--- src/rtl/race_turn_controller.sv ---
// rtl/race_turn_controller.sv - dice-race turn, token stepping and winner detection
//
// Purpose: sits after the die-colour result stage. It takes a die roll (1..3 steps),
// walks the current player's token forward one square every STEP_TICKS cycles, rotates
// turns when the die is removed, and detects the winner at the goal square.
//
// Optional feature macro: RACE_BOUNCE_EN
//   undefined : token clamps at GOAL, first arrival at GOAL wins.
//   defined   : exact landing required; steps beyond GOAL bounce back down the board.
//
// Ports:
//   clk            in   system clock
//   reset          in   asynchronous active-low reset
//   game_start     in   1-cycle pulse, (re)starts the game; highest priority
//   result_ready   in   1-cycle pulse, new die result available
//   movement_steps in   [1:0] steps to move, 0 means no move
//   turn_end       in   1-cycle pulse, die removed from view
//   cur_player     out  [1:0] player whose turn it is
//   pos_flat       out  packed positions, player p at [p*POS_W +: POS_W]
//   busy           out  high while a move is in progress
//   step_pulse     out  1-cycle pulse on each token step
//   game_over      out  high once a winner is found
//   winner         out  [1:0] winning player, valid with game_over
//   fsm_state      out  [2:0] IDLE=0 WAIT_ROLL=1 MOVE=2 WAIT_CLEAR=3 DONE=4

module race_turn_controller #(
    parameter int NUM_PLAYERS = 2,
    parameter int BOARD_LEN   = 20,
    parameter int STEP_TICKS  = 12_500_000,
    parameter int POS_W       = 5
) (
    input  logic                         clk,
    input  logic                         reset,
    input  logic                         game_start,
    input  logic                         result_ready,
    input  logic [1:0]                   movement_steps,
    input  logic                         turn_end,
    output logic [1:0]                   cur_player,
    output logic [NUM_PLAYERS*POS_W-1:0] pos_flat,
    output logic                         busy,
    output logic                         step_pulse,
    output logic                         game_over,
    output logic [1:0]                   winner,
    output logic [2:0]                   fsm_state
);

    localparam int                TICK_W      = (STEP_TICKS > 1) ? $clog2(STEP_TICKS) : 1;
    localparam logic [TICK_W-1:0] TICK_LAST   = TICK_W'(STEP_TICKS - 1);
    localparam logic [POS_W-1:0]  GOAL        = POS_W'(BOARD_LEN - 1);
    localparam logic [1:0]        LAST_PLAYER = 2'(NUM_PLAYERS - 1);

    typedef enum logic [2:0] {
        IDLE       = 3'd0,
        WAIT_ROLL  = 3'd1,
        MOVE       = 3'd2,
        WAIT_CLEAR = 3'd3,
        DONE       = 3'd4
    } state_t;

    state_t                       state_q, state_d;
    logic [1:0]                   steps_q, steps_d;
    logic [TICK_W-1:0]            tick_q, tick_d;
    logic [1:0]                   cur_d;
    logic [NUM_PLAYERS*POS_W-1:0] pos_d;
    logic                         busy_d, step_d, game_over_d;
    logic [1:0]                   winner_d;
    logic [POS_W-1:0]             pos_cur, pos_step;
    logic                         goal_win;
`ifdef RACE_BOUNCE_EN
    // 1 = token is walking back down the board for the rest of this move
    logic                         dir_q, dir_d, dir_next;
`endif

    assign fsm_state = state_q;

    always_ff @(posedge clk or negedge reset) begin
        if (!reset) begin
            state_q    <= IDLE;
            steps_q    <= '0;
            tick_q     <= '0;
            cur_player <= '0;
            pos_flat   <= '0;
            busy       <= 1'b0;
            step_pulse <= 1'b0;
            game_over  <= 1'b0;
            winner     <= '0;
`ifdef RACE_BOUNCE_EN
            dir_q      <= 1'b0;
`endif
        end else begin
            state_q    <= state_d;
            steps_q    <= steps_d;
            tick_q     <= tick_d;
            cur_player <= cur_d;
            pos_flat   <= pos_d;
            busy       <= busy_d;
            step_pulse <= step_d;
            game_over  <= game_over_d;
            winner     <= winner_d;
`ifdef RACE_BOUNCE_EN
            dir_q      <= dir_d;
`endif
        end
    end

    always_comb begin
        state_d     = state_q;
        steps_d     = steps_q;
        tick_d      = tick_q;
        cur_d       = cur_player;
        pos_d       = pos_flat;
        step_d      = 1'b0;
        game_over_d = game_over;
        winner_d    = winner;
        pos_cur     = '0;

        for (int p = 0; p < NUM_PLAYERS; p++) begin
            if (cur_player == 2'(p)) begin
                pos_cur = pos_flat[p*POS_W +: POS_W];
            end
        end

`ifdef RACE_BOUNCE_EN
        dir_d    = dir_q;
        // Stepping off GOAL while steps remain turns the token around.
        dir_next = dir_q | (pos_cur == GOAL);
        if (dir_next) begin
            pos_step = (pos_cur == '0) ? pos_cur : pos_cur - 1'b1;
        end else begin
            pos_step = pos_cur + 1'b1;
        end
        goal_win = (pos_cur == GOAL) && (steps_q == 2'd0);
`else
        pos_step = (pos_cur == GOAL) ? pos_cur : pos_cur + 1'b1;
        goal_win = (pos_cur == GOAL);
`endif

        if (game_start) begin
            state_d     = WAIT_ROLL;
            steps_d     = '0;
            tick_d      = '0;
            cur_d       = '0;
            pos_d       = '0;
            game_over_d = 1'b0;
`ifdef RACE_BOUNCE_EN
            dir_d       = 1'b0;
`endif
        end else begin
            case (state_q)
                IDLE: ;
                WAIT_ROLL: begin
                    if (result_ready && (movement_steps != 2'd0)) begin
                        state_d = MOVE;
                        steps_d = movement_steps;
                        tick_d  = '0;
`ifdef RACE_BOUNCE_EN
                        dir_d   = 1'b0;
`endif
                    end
                end
                MOVE: begin
                    // Win/finish are evaluated the cycle after a step, so the
                    // final step_pulse is always visible before the state changes.
                    if (goal_win) begin
                        state_d     = DONE;
                        steps_d     = '0;
                        game_over_d = 1'b1;
                        winner_d    = cur_player;
                    end else if (steps_q == 2'd0) begin
                        state_d = WAIT_CLEAR;
                    end else if (tick_q == TICK_LAST) begin
                        tick_d  = '0;
                        steps_d = steps_q - 2'd1;
                        step_d  = 1'b1;
`ifdef RACE_BOUNCE_EN
                        dir_d   = dir_next;
`endif
                        for (int p = 0; p < NUM_PLAYERS; p++) begin
                            if (cur_player == 2'(p)) begin
                                pos_d[p*POS_W +: POS_W] = pos_step;
                            end
                        end
                    end else begin
                        tick_d = tick_q + 1'b1;
                    end
                end
                WAIT_CLEAR: begin
                    if (turn_end) begin
                        state_d = WAIT_ROLL;
                        cur_d   = (cur_player == LAST_PLAYER) ? 2'd0 : cur_player + 2'd1;
                    end
                end
                DONE: ;
                default: state_d = IDLE;
            endcase
        end

        busy_d = (state_d == MOVE);
    end

endmodule

--- config.mk ---
export PLATFORM = sky130hd
export DESIGN_NAME = race_turn_controller
export DESIGN_NICKNAME = d
export VERILOG_FILES = /design/src/rtl/race_turn_controller.sv
export SDC_FILE = /design/constraint.sdc
export NUM_CORES = 1
export LEC_CHECK = 0
export BUFFER_PORTS_ARGS = -buffer_cell sky130_fd_sc_hd__buf_2
export CORE_ASPECT_RATIO = 0.75
export CORE_UTILIZATION = 45
export CTS_BUF_LIST = sky130_fd_sc_hd__clkbuf_8
export DETAILED_ROUTE_END_ITERATION = 12
export PLACE_DENSITY_LB_ADDON = 0.1
export SLEW_MARGIN = 5
export SYNTH_ARGS = -nofsm -noshare
export SYNTH_HDL_FRONTEND = slang
export SYNTH_SLANG_ARGS = --single-unit
--- constraint.sdc ---
create_clock -name clk -period 2.3 [get_ports clk]
set_clock_uncertainty 0.2 [all_clocks]
set_input_delay 0.115 -clock clk [delete_from_list [all_inputs] [get_ports clk]]
set_output_delay 0.115 -clock clk [all_outputs]
set_load 0.1 [all_outputs]
# Yosys cells after proc, flatten, opt, wreduce, memory -nomap -nowiden
# Index checks and enable logic that the tools add are counted.
[totals]
regBits = 46
inputBits = 7
out_inout_bits = 20
word_cells = 90
[classes]
n_addsub = 4
n_eq_ne = 15
mux = 39
bitwise_logic = 1
n_reduce_logical = 21
[ops]
columns = ["cell", "n"]
rows = [
  ["$mux 24", 5],
  ["$mux 10", 5],
  ["$pmux 24 s2", 1],
  ["$add 24x1->24 const B", 1],
  ["$eq 24x24->1 const B", 1],
  ["$mux 5", 4],
  ["$mux 2", 9],
  ["$reduce_bool 2->1", 8],
  ["$mux 3", 5],
  ["$pmux 3 s4", 1],
  ["$reduce_and 5->1", 2],
  ["$eq 3x2->1 const B", 3],
  ["$ne 3x3->1 const B", 3],
  ["$mux 1", 8],
  ["$ne 4x4->1 const B", 2],
  ["$reduce_and 4->1", 2],
  ["$add 5x1->5 const B", 1],
  ["$eq 5x5->1 const B", 1],
  ["$logic_not 2->1", 2],
  ["$ne 2x2->1 const B", 2],
  ["$pmux 2 s2", 1],
  ["$reduce_and 2->1", 2],
  ["$eq 3x1->1 const B", 1],
  ["$eq 3x3->1 const B", 1],
  ["other kinds (9)", 9],
]

# Longest topological paths before layout
# Gate-level depths: netlist of run 1.
[logic_depth]
depth_word = 10
ltp_mapped = 9
depth_no_buf = 7

# Least setup slack after synthesis of run 1
# OpenSTA, ideal clock, no wires.
[synth_path]
kind = "register to register"
start = "register cur_player[0]"
end = "register tick_q[16]"
setup_time_ps = 121
t_arrival_ps = 2792
t_required_ps = 1979
slack_ps = -813
stages_incl_launch_ff = 10
n_path_buf = 2
period_less_slack_ps = 3113
path_cell_list = "dfrtp_1 > buf_2 > mux2i_1 > nor2_1 > ha_1 > o2111ai_4 > a221oi_2 > nor2_2 > buf_6 > a22o_1"
[synth_between]
elab_chain_len = 6
elab_cells_between_ends = 7
classes_between = "eq/ne (3); mux (2); reduce/logical (2)"
[synth_rtl]
columns = ["element", "line", "text"]
rows = [
  ["from (decl)", "38", "output logic [1:0] cur_player,"],
  ["from (signal assigned)", "94", "cur_player <= cur_d;"],
  ["$logic_not 2->1", "118", "if (cur_player == 2'(p)) begin"],
  ["$mux 5", "118", ""],
  ["$mux 5 *", "118", ""],
  ["$eq 5x5->1 *", "135", "goal_win = (pos_cur == GOAL);"],
  ["$ne 3x3->1 (no line) *", "-", ""],
  ["$reduce_and 4->1 (no line) *", "-", ""],
  ["to (signal assigned)", "93", "tick_q <= tick_d;"],
  ["to (decl)", "62", "logic [TICK_W-1:0] tick_q, tick_d;"],
]
# Every way passes the cells marked *; elsewhere a longest branch is shown, timed or not.
# A chain may end at the register's enable or synchronous reset.

# Worst setup path after layout of run 1
[layout_path]
start = "register tick_q[8]"
end = "register tick_q[12]"
[layout_between]
elab_chain_len = 6
elab_cells_between_ends = 7
classes_between = "add/sub (1); eq/ne (1); mux (5)"
[layout_rtl]
columns = ["element", "line", "text"]
rows = [
  ["$add 24x1->24 or $eq 24x24->1 (tied branches)", "184, 171", ""],
  ["$mux 24 *", "171", "end else if (tick_q == TICK_LAST) begin"],
  ["$mux 24 *", "169", "end else if (steps_q == 2'd0) begin"],
  ["$mux 24 *", "164", "if (goal_win) begin"],
  ["$pmux 24 s2 *", "149", "case (state_q)"],
  ["$mux 24 *", "138", "if (game_start) begin"],
]
# Every way passes the cells marked *; elsewhere a longest branch is shown, timed or not. The select of a mux whose other input is x is not followed.

==> results of run 1 <==
## state kept, by name (all words and copies together) (netlist names)
name,cells
busy,1
cur_player,2
fsm_state,3
game_over,1
pos_flat,10
step_pulse,1
steps_q,2
tick_q,24
winner,2
## logic make-up (layout without fill, tap and decap cells)
family,after synthesis,after routing,share of synthesized area [%]
multiplexers,10,10,4.14
buffers and inverters,26,101,4.55
XOR/XNOR,4,4,1.28
AO/OA/AOI/OAI,73,73,19.9
AND/OR/NAND/NOR,127,128,26.8
flip-flops,46,46,41.9
adder cells (fa/ha/maj),3,3,1.37
## cell type report
type / instances / area (um2)
Multi-Input combinational cell: 218 / 1600
Fill cell: 515 / 2250
Clock buffer: 6 / 82.6
Timing Repair Buffer: 82 / 611
Tap cell: 78 / 97.6
Clock inverter: 2 / 8.76
Inverter: 11 / 41.3
Sequential cell: 46 / 1170
## metrics by stage
| step | TNS [ps] | setup slack (ps) | util [%] | hold slack (ps) | instances |
|---|---|---|---|---|---|
| after global routing | -3050 | -188 | 61.6 | 84.1 | 443 |
| after global placement | 0 | 0.775 | 56.4 | 75.1 | 427 |
| after detailed placement | -727 | -64.6 | 56.4 | 83.8 | 427 |
| after CTS | -103 | -48.3 | 59.0 | 41.1 | 436 |
| final | -370 | -62.4 | 61.6 | 40.1 | 443 |
| after floorplan | -5630 | -250 | - | -381 | 289 |
## synth_stat cells (4+ instances only)
cell type,count
sky130_fd_sc_hd__nand3b_1,4
sky130_fd_sc_hd__nor2b_1,4
sky130_fd_sc_hd__a21o_1,11
sky130_fd_sc_hd__a22o_1,16
sky130_fd_sc_hd__clkbuf_1,8
sky130_fd_sc_hd__nand2b_1,6
sky130_fd_sc_hd__a21oi_1,8
sky130_fd_sc_hd__inv_1,11
sky130_fd_sc_hd__and2_1,4
sky130_fd_sc_hd__nor2_1,32
sky130_fd_sc_hd__nand2_1,11
sky130_fd_sc_hd__a221o_1,4
sky130_fd_sc_hd__and3_1,4
sky130_fd_sc_hd__dfrtp_1,46
sky130_fd_sc_hd__o21ai_0,16
sky130_fd_sc_hd__nor3_1,16
sky130_fd_sc_hd__nor4_1,4
sky130_fd_sc_hd__mux2i_1,8
sky130_fd_sc_hd__nand4_1,12
sky130_fd_sc_hd__nand3_1,10
## what timing repair did
action,in CTS,in global routing
pin swaps,7,27
hold buffers,1,0
setup endpoints to repair,25,38
gates cloned,0,2
hold endpoints to repair,35,0
gates resized for setup,10,26
buffers inserted,0,5
## power breakdown
part | switching, W | leakage [nW] | total, W | internal (W)
Combinational | 0.000154 | 1.03 | 0.000252 | 0.0000981
Clock | 0.000283 | 0.0524 | 0.000522 | 0.000239
Sequential | 0.00000983 | 0.619 | 0.000828 | 0.000818
## worst register-to-register path: cells and delay by family, from the launching register on
family	cells	cell delay, ps
buffers and inverters	1	220
AOI/OAI and AO/OA	3	650
DFF	1	460
and+or+nand+nor	2	740
## routing by layer
metal | share of wire, % | vias to the layer above | global-route usage, % | routed length, um
met5 | 0 | - | 0 | 0
met3 | 6.0 | 4 | 5.15 | 471
met1 | 51 | 1278 | 41.0 | 3990
met4 | 0.73 | 0 | 7.64 | 57
li1 | - | 1238 | - | -
met2 | 42 | 101 | 35.2 | 3310
## worst max-delay path by stage
stage | start | endpoint | slack (ps) | cells past startpoint
6_report | tick_q[8]$_DFFE_PN0P_ | tick_q[12]$_DFFE_PN0P_ | -60 | 6
5_1_grt | cur_player[0]$_DFFE_PN0P_ | steps_q[1]$_DFFE_PN0P_ | -190 | 8
4_1_cts | cur_player[0]$_DFFE_PN0P_ | steps_q[1]$_DFFE_PN0P_ | -50 | 8
3_5_place_dp | cur_player[0]$_DFFE_PN0P_ | tick_q[18]$_DFFE_PN0P_ | -60 | 6
3_3_place_gp | fsm_state[0]$_DFF_PN0_ | tick_q[18]$_DFFE_PN0P_ | 0.8 | 5
2_1_floorplan | cur_player[0]$_DFFE_PN0P_ | tick_q[19]$_DFFE_PN0P_ | -250 | 9
## cells in the final DEF (no fill, tap or decap), types with 2 or more instances in the layout
cell type	netlist	layout
sky130_fd_sc_hd__nor4bb_1	2	2
sky130_fd_sc_hd__dfrtp_2	0	10
sky130_fd_sc_hd__a21oi_1	8	7
sky130_fd_sc_hd__and3b_1	2	2
sky130_fd_sc_hd__a22o_1	16	16
sky130_fd_sc_hd__and4_1	2	2
sky130_fd_sc_hd__dfrtp_1	46	35
sky130_fd_sc_hd__nand3_1	10	10
sky130_fd_sc_hd__o21ai_0	16	8
sky130_fd_sc_hd__o22ai_2	0	2
sky130_fd_sc_hd__nor4_1	4	4
sky130_fd_sc_hd__or4_1	2	2
sky130_fd_sc_hd__nor2b_1	4	3
sky130_fd_sc_hd__buf_2	3	26
sky130_fd_sc_hd__nand3b_1	4	4
sky130_fd_sc_hd__mux2i_2	0	3
sky130_fd_sc_hd__nand4_4	1	3
sky130_fd_sc_hd__buf_6	3	4
sky130_fd_sc_hd__and3_1	4	4
sky130_fd_sc_hd__nor3_1	16	16
sky130_fd_sc_hd__xor2_1	3	3
sky130_fd_sc_hd__mux2i_1	8	5
sky130_fd_sc_hd__nor4b_1	2	2
sky130_fd_sc_hd__inv_1	11	12
sky130_fd_sc_hd__nand4_1	12	12
sky130_fd_sc_hd__ha_1	3	2
sky130_fd_sc_hd__clkbuf_8	0	6
sky130_fd_sc_hd__a21o_1	11	11
sky130_fd_sc_hd__buf_12	0	2
sky130_fd_sc_hd__buf_4	0	48
sky130_fd_sc_hd__nand2b_1	6	6
sky130_fd_sc_hd__o21ai_2	0	4
sky130_fd_sc_hd__a221o_1	4	3
sky130_fd_sc_hd__and2_1	4	4
sky130_fd_sc_hd__o21ai_1	1	5
sky130_fd_sc_hd__nand2_1	11	10
sky130_fd_sc_hd__nor2_1	32	32
==> impl_metrics.toml, run 1 <==
[job]
cap_viol_max_count = 0

[clock_tree]
tritoncts = "done"
cts_inserted_buffers = 5
cts_sinks = 46
cts-root-to-sink-buffers = 2
root_buffer = "sky130_fd_sc_hd__clkbuf_8"
clock_h_tree_levels = 2
clkLatencyLatePin_ps = 310
clkTransAtPathRegs_ps = 90

[place]
gp_congestion = 0.844
place_hpwl_um = 5470
placedInstanceArea_um2 = 3300
count_of_input_and_output_buffers = 26

[critical_path]
endpoint_kind = "flip-flop"
worst_ep_required_time_ps = 2300
worst-r2r-cell-count = 6
worstReg2RegEnd = "tick_q[12]$_DFFE_PN0P_"
r2r_start = "tick_q[8]$_DFFE_PN0P_"
critical-path-top-delay-family = "simple AND/OR/NAND/NOR gates"
critical_path.cell_chain = "nor4bb_1, nand4_1, o21ai_2, buf_4, o21ai_1, a22o_1"
path_buf_inv = 1
worstPathMaxFanout = 5
cpPeakStageDelay_ps = 480
critical_path.slowest_cell = "sky130_fd_sc_hd__nor4bb_1"
crit_path_start_kind = "flip-flop"
timing.reg2reg.setup_slack_ps = -60
criticalPathCategory = "flip-flop to flip-flop"
cp.arrival_ps = 2360

[detailed_routing]
drt_pre_antenna_iters = 6
wl_per_cell_um = 17.7
wl_um = 7830
drt_iter0_drc = 147
count_of_nets_left_with_antenna_violations_after_detail_routing = 0
vias_per_cell = 5.92
vias = 2621
drcViolationCount = 0

[yosys]
synth.avg_cell_area_um2 = 9.51
seq_total_area_yosys_pct = 41.9
synth_largest_type_area_fraction_pct = 41.9
asyncSetResetFlopFracSynth_pct = 100
synth_area_um2 = 2750
ys_warn_count = 0
synth.net_count = 299
yosys.area.top_type = "sky130_fd_sc_hd__dfrtp_1"
ys.flop_type = "sky130_fd_sc_hd__dfrtp_1"
syn-instance-count = 289
synth-edff-count = 0
postSynthRegisterBits = 46
synth.distinct_cells = 56
ys_top_cells_by_area = "sky130_fd_sc_hd__dfrtp_1 (42%), sky130_fd_sc_hd__a22o_1 (5.1%), sky130_fd_sc_hd__nor2_1 (4.4%), sky130_fd_sc_hd__a21o_1 (3.0%), sky130_fd_sc_hd__mux2i_1 (2.9%)"

[floorplanning]
design.die.area_um2 = 6430
die_width_um = 92.2
placeableCoreArea_um2 = 5860
io_pins = 27
standard_cell_row_count = 24
initial_core_util_pct = 46.9
die_h_um = 69.7

[status]
status = "finished with violations"
violations_in_the_final_reports = "negative setup slack"

[cells_and_area]
num-nets-final = 374
post_route_cells_drive_above_1_share_pct = 35.3
n_antenna_cell = 0
final_design_area_no_fill_um2 = 3610
area_delta_synth_final_pct = 31.3

[timing]
finalSetupViolations = 16
max_clock_freq_ghz = 0.423
grt_setup_unrepaired = "yes"
worst_pin_slew_ps = 843
final_max_slew_viol_count = 0
finalCriticalPeriod_ps = 2360
setup_ws_ps = -62.4
slew_headroom_pct = 43.8
final_hold_viol_count = 0
fin_crit_sh_pct = 103

[grt]
groute.usage.overall_pct = 25.9
number_of_global_route_vias_before_repair = 2494
global_route.overflow_total = 0
pin_count_of_the_biggest_net_entering_global_routing = 37
number_of_antenna_violations_at_the_first_check_in_global_routing = 0
grt_first_pass_wirelength_um = 12900

[hold_path]
worstHoldEndpoint = "cur_player[1]$_DFFE_PN0P_"
worstHoldStart = "turn_end"
hp-class = "primary input to flip-flop"
hold_depth = 4

[pwr]
cellLeakagePower_nw = 1.70
total_power_w = 0.00160
power-per-cell-area_nw_per_um2 = 444
max-vdd-ir-drop_mv = 0.252
No activity file was read; power rests on OpenSTA's default activity.
==> run 2: changes to the inputs <==
ABC_AREA = 1   (was not set)
==> run 2 against run 1 <==
  * The flow now finishes without violations
  * Utilization down 4.4 points
  * Fmax grew 7.5%
  * Sequential share of layout area rose by 1.4 points
  * First-iteration DRC count increased by 75%
  * Clock-buffer cell count stayed put
  * Routed wire length decreased by 0.42%
  * Die area is 5.9% higher
  * Critical endpoint is now tick_q[10]$_DFFE_PN0P_
  * Via count increased by 9.5%
  * Synthesized cell count grew 50%
  * Synthesized area increased by 6.1%
  * Combinational power down 11%
  * Sequential cell count did not move
==> impl_metrics.toml, run 2 <==
[status]
status = "finished, final reports clean"

[clock_tree]
tritoncts = "done"
clkLatencyLatePin_ps = 300
root_buffer = "sky130_fd_sc_hd__clkbuf_8"
clkTransAtPathRegs_ps = 90
cts_inserted_buffers = 5
cts-root-to-sink-buffers = 2
cts_sinks = 46
clock_h_tree_levels = 2

[yosys]
synth-edff-count = 0
ys_top_cells_by_area = "sky130_fd_sc_hd__dfrtp_1 (40%), sky130_fd_sc_hd__nand2_1 (18%), sky130_fd_sc_hd__nor2_1 (8.6%), sky130_fd_sc_hd__inv_1 (7.1%), sky130_fd_sc_hd__nand3_1 (6.9%)"
synth.avg_cell_area_um2 = 6.71
asyncSetResetFlopFracSynth_pct = 100
yosys.area.top_type = "sky130_fd_sc_hd__dfrtp_1"
syn-instance-count = 434
synth_most_common_cell = "sky130_fd_sc_hd__nand2_1"
post_synth_most_frequent_cells = "sky130_fd_sc_hd__nand2_1 (136), sky130_fd_sc_hd__nor2_1 (67), sky130_fd_sc_hd__inv_1 (55), sky130_fd_sc_hd__dfrtp_1 (46), sky130_fd_sc_hd__nand3_1 (40)"
synth_area_um2 = 2910
synth.net_count = 444
synth_largest_type_area_fraction_pct = 39.5
synth.distinct_cells = 31
ys.flop_type = "sky130_fd_sc_hd__dfrtp_1"
ys_warn_count = 0
seq_total_area_yosys_pct = 39.5
postSynthRegisterBits = 46

[grt]
number_of_global_route_vias_before_repair = 2571
groute.usage.overall_pct = 24.3
global_route.overflow_total = 0
pin_count_of_the_biggest_net_entering_global_routing = 33
grt_first_pass_wirelength_um = 12600
number_of_antenna_violations_at_the_first_check_in_global_routing = 0

[critical_path]
timing.reg2reg.setup_slack_ps = 100
critical-path-top-delay-family = "flip-flops"
critPathLaunch = "cur_player[1]$_DFFE_PN0P_"
criticalPathCategory = "flip-flop to flip-flop"
cpPeakStageDelay_ps = 520
worstPathMaxFanout = 14
cp.arrival_ps = 2200
endpoint_kind = "flip-flop"
r2r_start = "cur_player[1]$_DFFE_PN0P_"
path_buf_inv = 5
critical_path.slowest_cell = "sky130_fd_sc_hd__dfrtp_4"
crit_path_start_kind = "flip-flop"
critical_path.cell_chain = "inv_4, nand2_2, inv_2, nand2_1, nand2_2, ha_2, inv_1, a21oi_4, nand3_4, nand2_4, buf_6, nor2_1, o21ai_1, inv_1"
worstReg2RegEnd = "tick_q[10]$_DFFE_PN0P_"
worst_ep_required_time_ps = 2300
worst-r2r-cell-count = 14

[timing]
worst_pin_slew_ps = 741
final_max_slew_viol_count = 0
max_clock_freq_ghz = 0.455
finalCriticalPeriod_ps = 2200
fin_crit_sh_pct = 95.5
slew_headroom_pct = 50.6
tns_ps = 0
setup_ws_ps = 103
final_hold_viol_count = 0
finalSetupViolations = 0

[place]
place_hpwl_um = 5900
gp_congestion = 0.875
dpl_worst_slack_ps = -29.3
placedInstanceArea_um2 = 3190
count_of_input_and_output_buffers = 26

[job]
cap_viol_max_count = 0

[cells_and_area]
largest_register_ff_count = 24
num-nets-final = 488
final_design_area_no_fill_um2 = 3450
layout_commonest_cell = "sky130_fd_sc_hd__nand2_1"
final_core_utilization_pct = 57.2
registers.top_by_ff_count = "tick_q"
area_delta_synth_final_pct = 18.5
most_frequent_cells_in_the_layout = "sky130_fd_sc_hd__nand2_1 (133), sky130_fd_sc_hd__nor2_1 (67), sky130_fd_sc_hd__inv_1 (54)"
n_antenna_cell = 0
post_route_cells_drive_above_1_share_pct = 16.7

[floorplanning]
die_width_um = 94.9
die_h_um = 71.7
io_pins = 27
standard_cell_row_count = 24
design.die.area_um2 = 6800
placeableCoreArea_um2 = 6040
initial_core_util_pct = 48.3

[detailed_routing]
drt_iter0_drc = 257
drt_pre_antenna_iters = 5
vias = 2871
wl_um = 7790
count_of_nets_left_with_antenna_violations_after_detail_routing = 0
drcViolationCount = 0
vias_per_cell = 5.15
wl_per_cell_um = 14.0

[pwr]
total_power_w = 0.00169
max-vdd-ir-drop_mv = 0.386
cellLeakagePower_nw = 1.70
power-per-cell-area_nw_per_um2 = 489

[hold_path]
hp-class = "primary input to flip-flop"
worstHoldEndpoint = "fsm_state[0]$_DFF_PN0_"
worstHoldStart = "result_ready"
hold_depth = 4
==> run 2: changes by cell type in the layout (fill, tap and decap cells not counted), sizes merged, moves of 6 or more <==
cell    delta
nand2    +130
inv       +47
buf       -39
nor2      +36
nand3     +32
a22o      -16
a21o      -11
mux2i      -9
nor3       -8
nand2b     -6
nor4       -6
==> run 2: final cells by class <==
class,instances,area (um2)
Sequential cell,46,1170
Fill cell,596,2580
Inverter,58,223
Multi-Input combinational cell,321,1540
Timing Repair Buffer,46,313
Tap cell,78,97.6
Clock buffer,6,82.6
Clock inverter,2,33.8
==> run 2: how the worst max path moves through the flow <==
| stage | to | slack, ps | cells after the start |
|---|---|---|---|
| floorplan | tick_q[4]$_DFFE_PN0P_ | 30 | 13 |
| global placement | tick_q[4]$_DFFE_PN0P_ | 100 | 13 |
| detailed placement | tick_q[10]$_DFFE_PN0P_ | -30 | 14 |
| CTS | tick_q[10]$_DFFE_PN0P_ | 30 | 14 |
| global route | tick_q[23]$_DFFE_PN0P_ | -30 | 15 |
| finish | tick_q[10]$_DFFE_PN0P_ | 100 | 14 |
==> run 2: power by group <==
| group | switching [W] | internal, W |
|---|---|---|
| Clock | 0.000284 | 0.000351 |
| Sequential | 0.0000102 | 0.000819 |
| Combinational | 0.000159 | 0.0000655 |
==> run 2: kinds of logic (layout without fill, tap and decap cells) <==
group / after synthesis / in the layout / synth area share, %
DFF: 46 / 46 / 39.5
AOI/OAI and AO/OA: 38 / 38 / 7.30
xor gates and xnor gates: 3 / 3 / 0.902
adders and majority gates: 3 / 3 / 1.29
buffers and inverters: 67 / 112 / 9.36
and+or+nand+nor: 277 / 277 / 41.6
==> run 2: timing repair <==
action,CTS,global route
setup endpoints to repair,9,39
pin swaps,1,3
hold buffers,5,0
endpoints found under the hold margin,34,0
setup buffers,1,2
resized for setup,2,13
==> run 2: metal layers <==
| metal | GRT usage (%) | part of all wire, % |
|---|---|---|
| met5 | 0 | 0 |
| met4 | 5.72 | 0.32 |
| met3 | 3.93 | 5.4 |
| met2 | 33.7 | 42 |
| met1 | 38.7 | 52 |
==> run 2: worst reg2reg max path, stage by stage (launching register included) <==
cell and delay, ps:
sky130_fd_sc_hd__dfrtp_4 520, sky130_fd_sc_hd__inv_4 80, sky130_fd_sc_hd__nand2_2 50, sky130_fd_sc_hd__inv_2 50, sky130_fd_sc_hd__nand2_1 60, sky130_fd_sc_hd__nand2_2 80, sky130_fd_sc_hd__ha_2 180, sky130_fd_sc_hd__inv_1 70
sky130_fd_sc_hd__a21oi_4 190, sky130_fd_sc_hd__nand3_4 110, sky130_fd_sc_hd__nand2_4 110, sky130_fd_sc_hd__buf_6 170, sky130_fd_sc_hd__nor2_1 50, sky130_fd_sc_hd__o21ai_1 120, sky130_fd_sc_hd__inv_1 50
==> run 2: per-stage QoR <==
step	instances	hold slack [ps]
after floorplan	434	-381
after global placement	541	26.0
after detailed placement	541	35.1
after CTS	555	71.9
after global routing	557	121
final	557	87.6
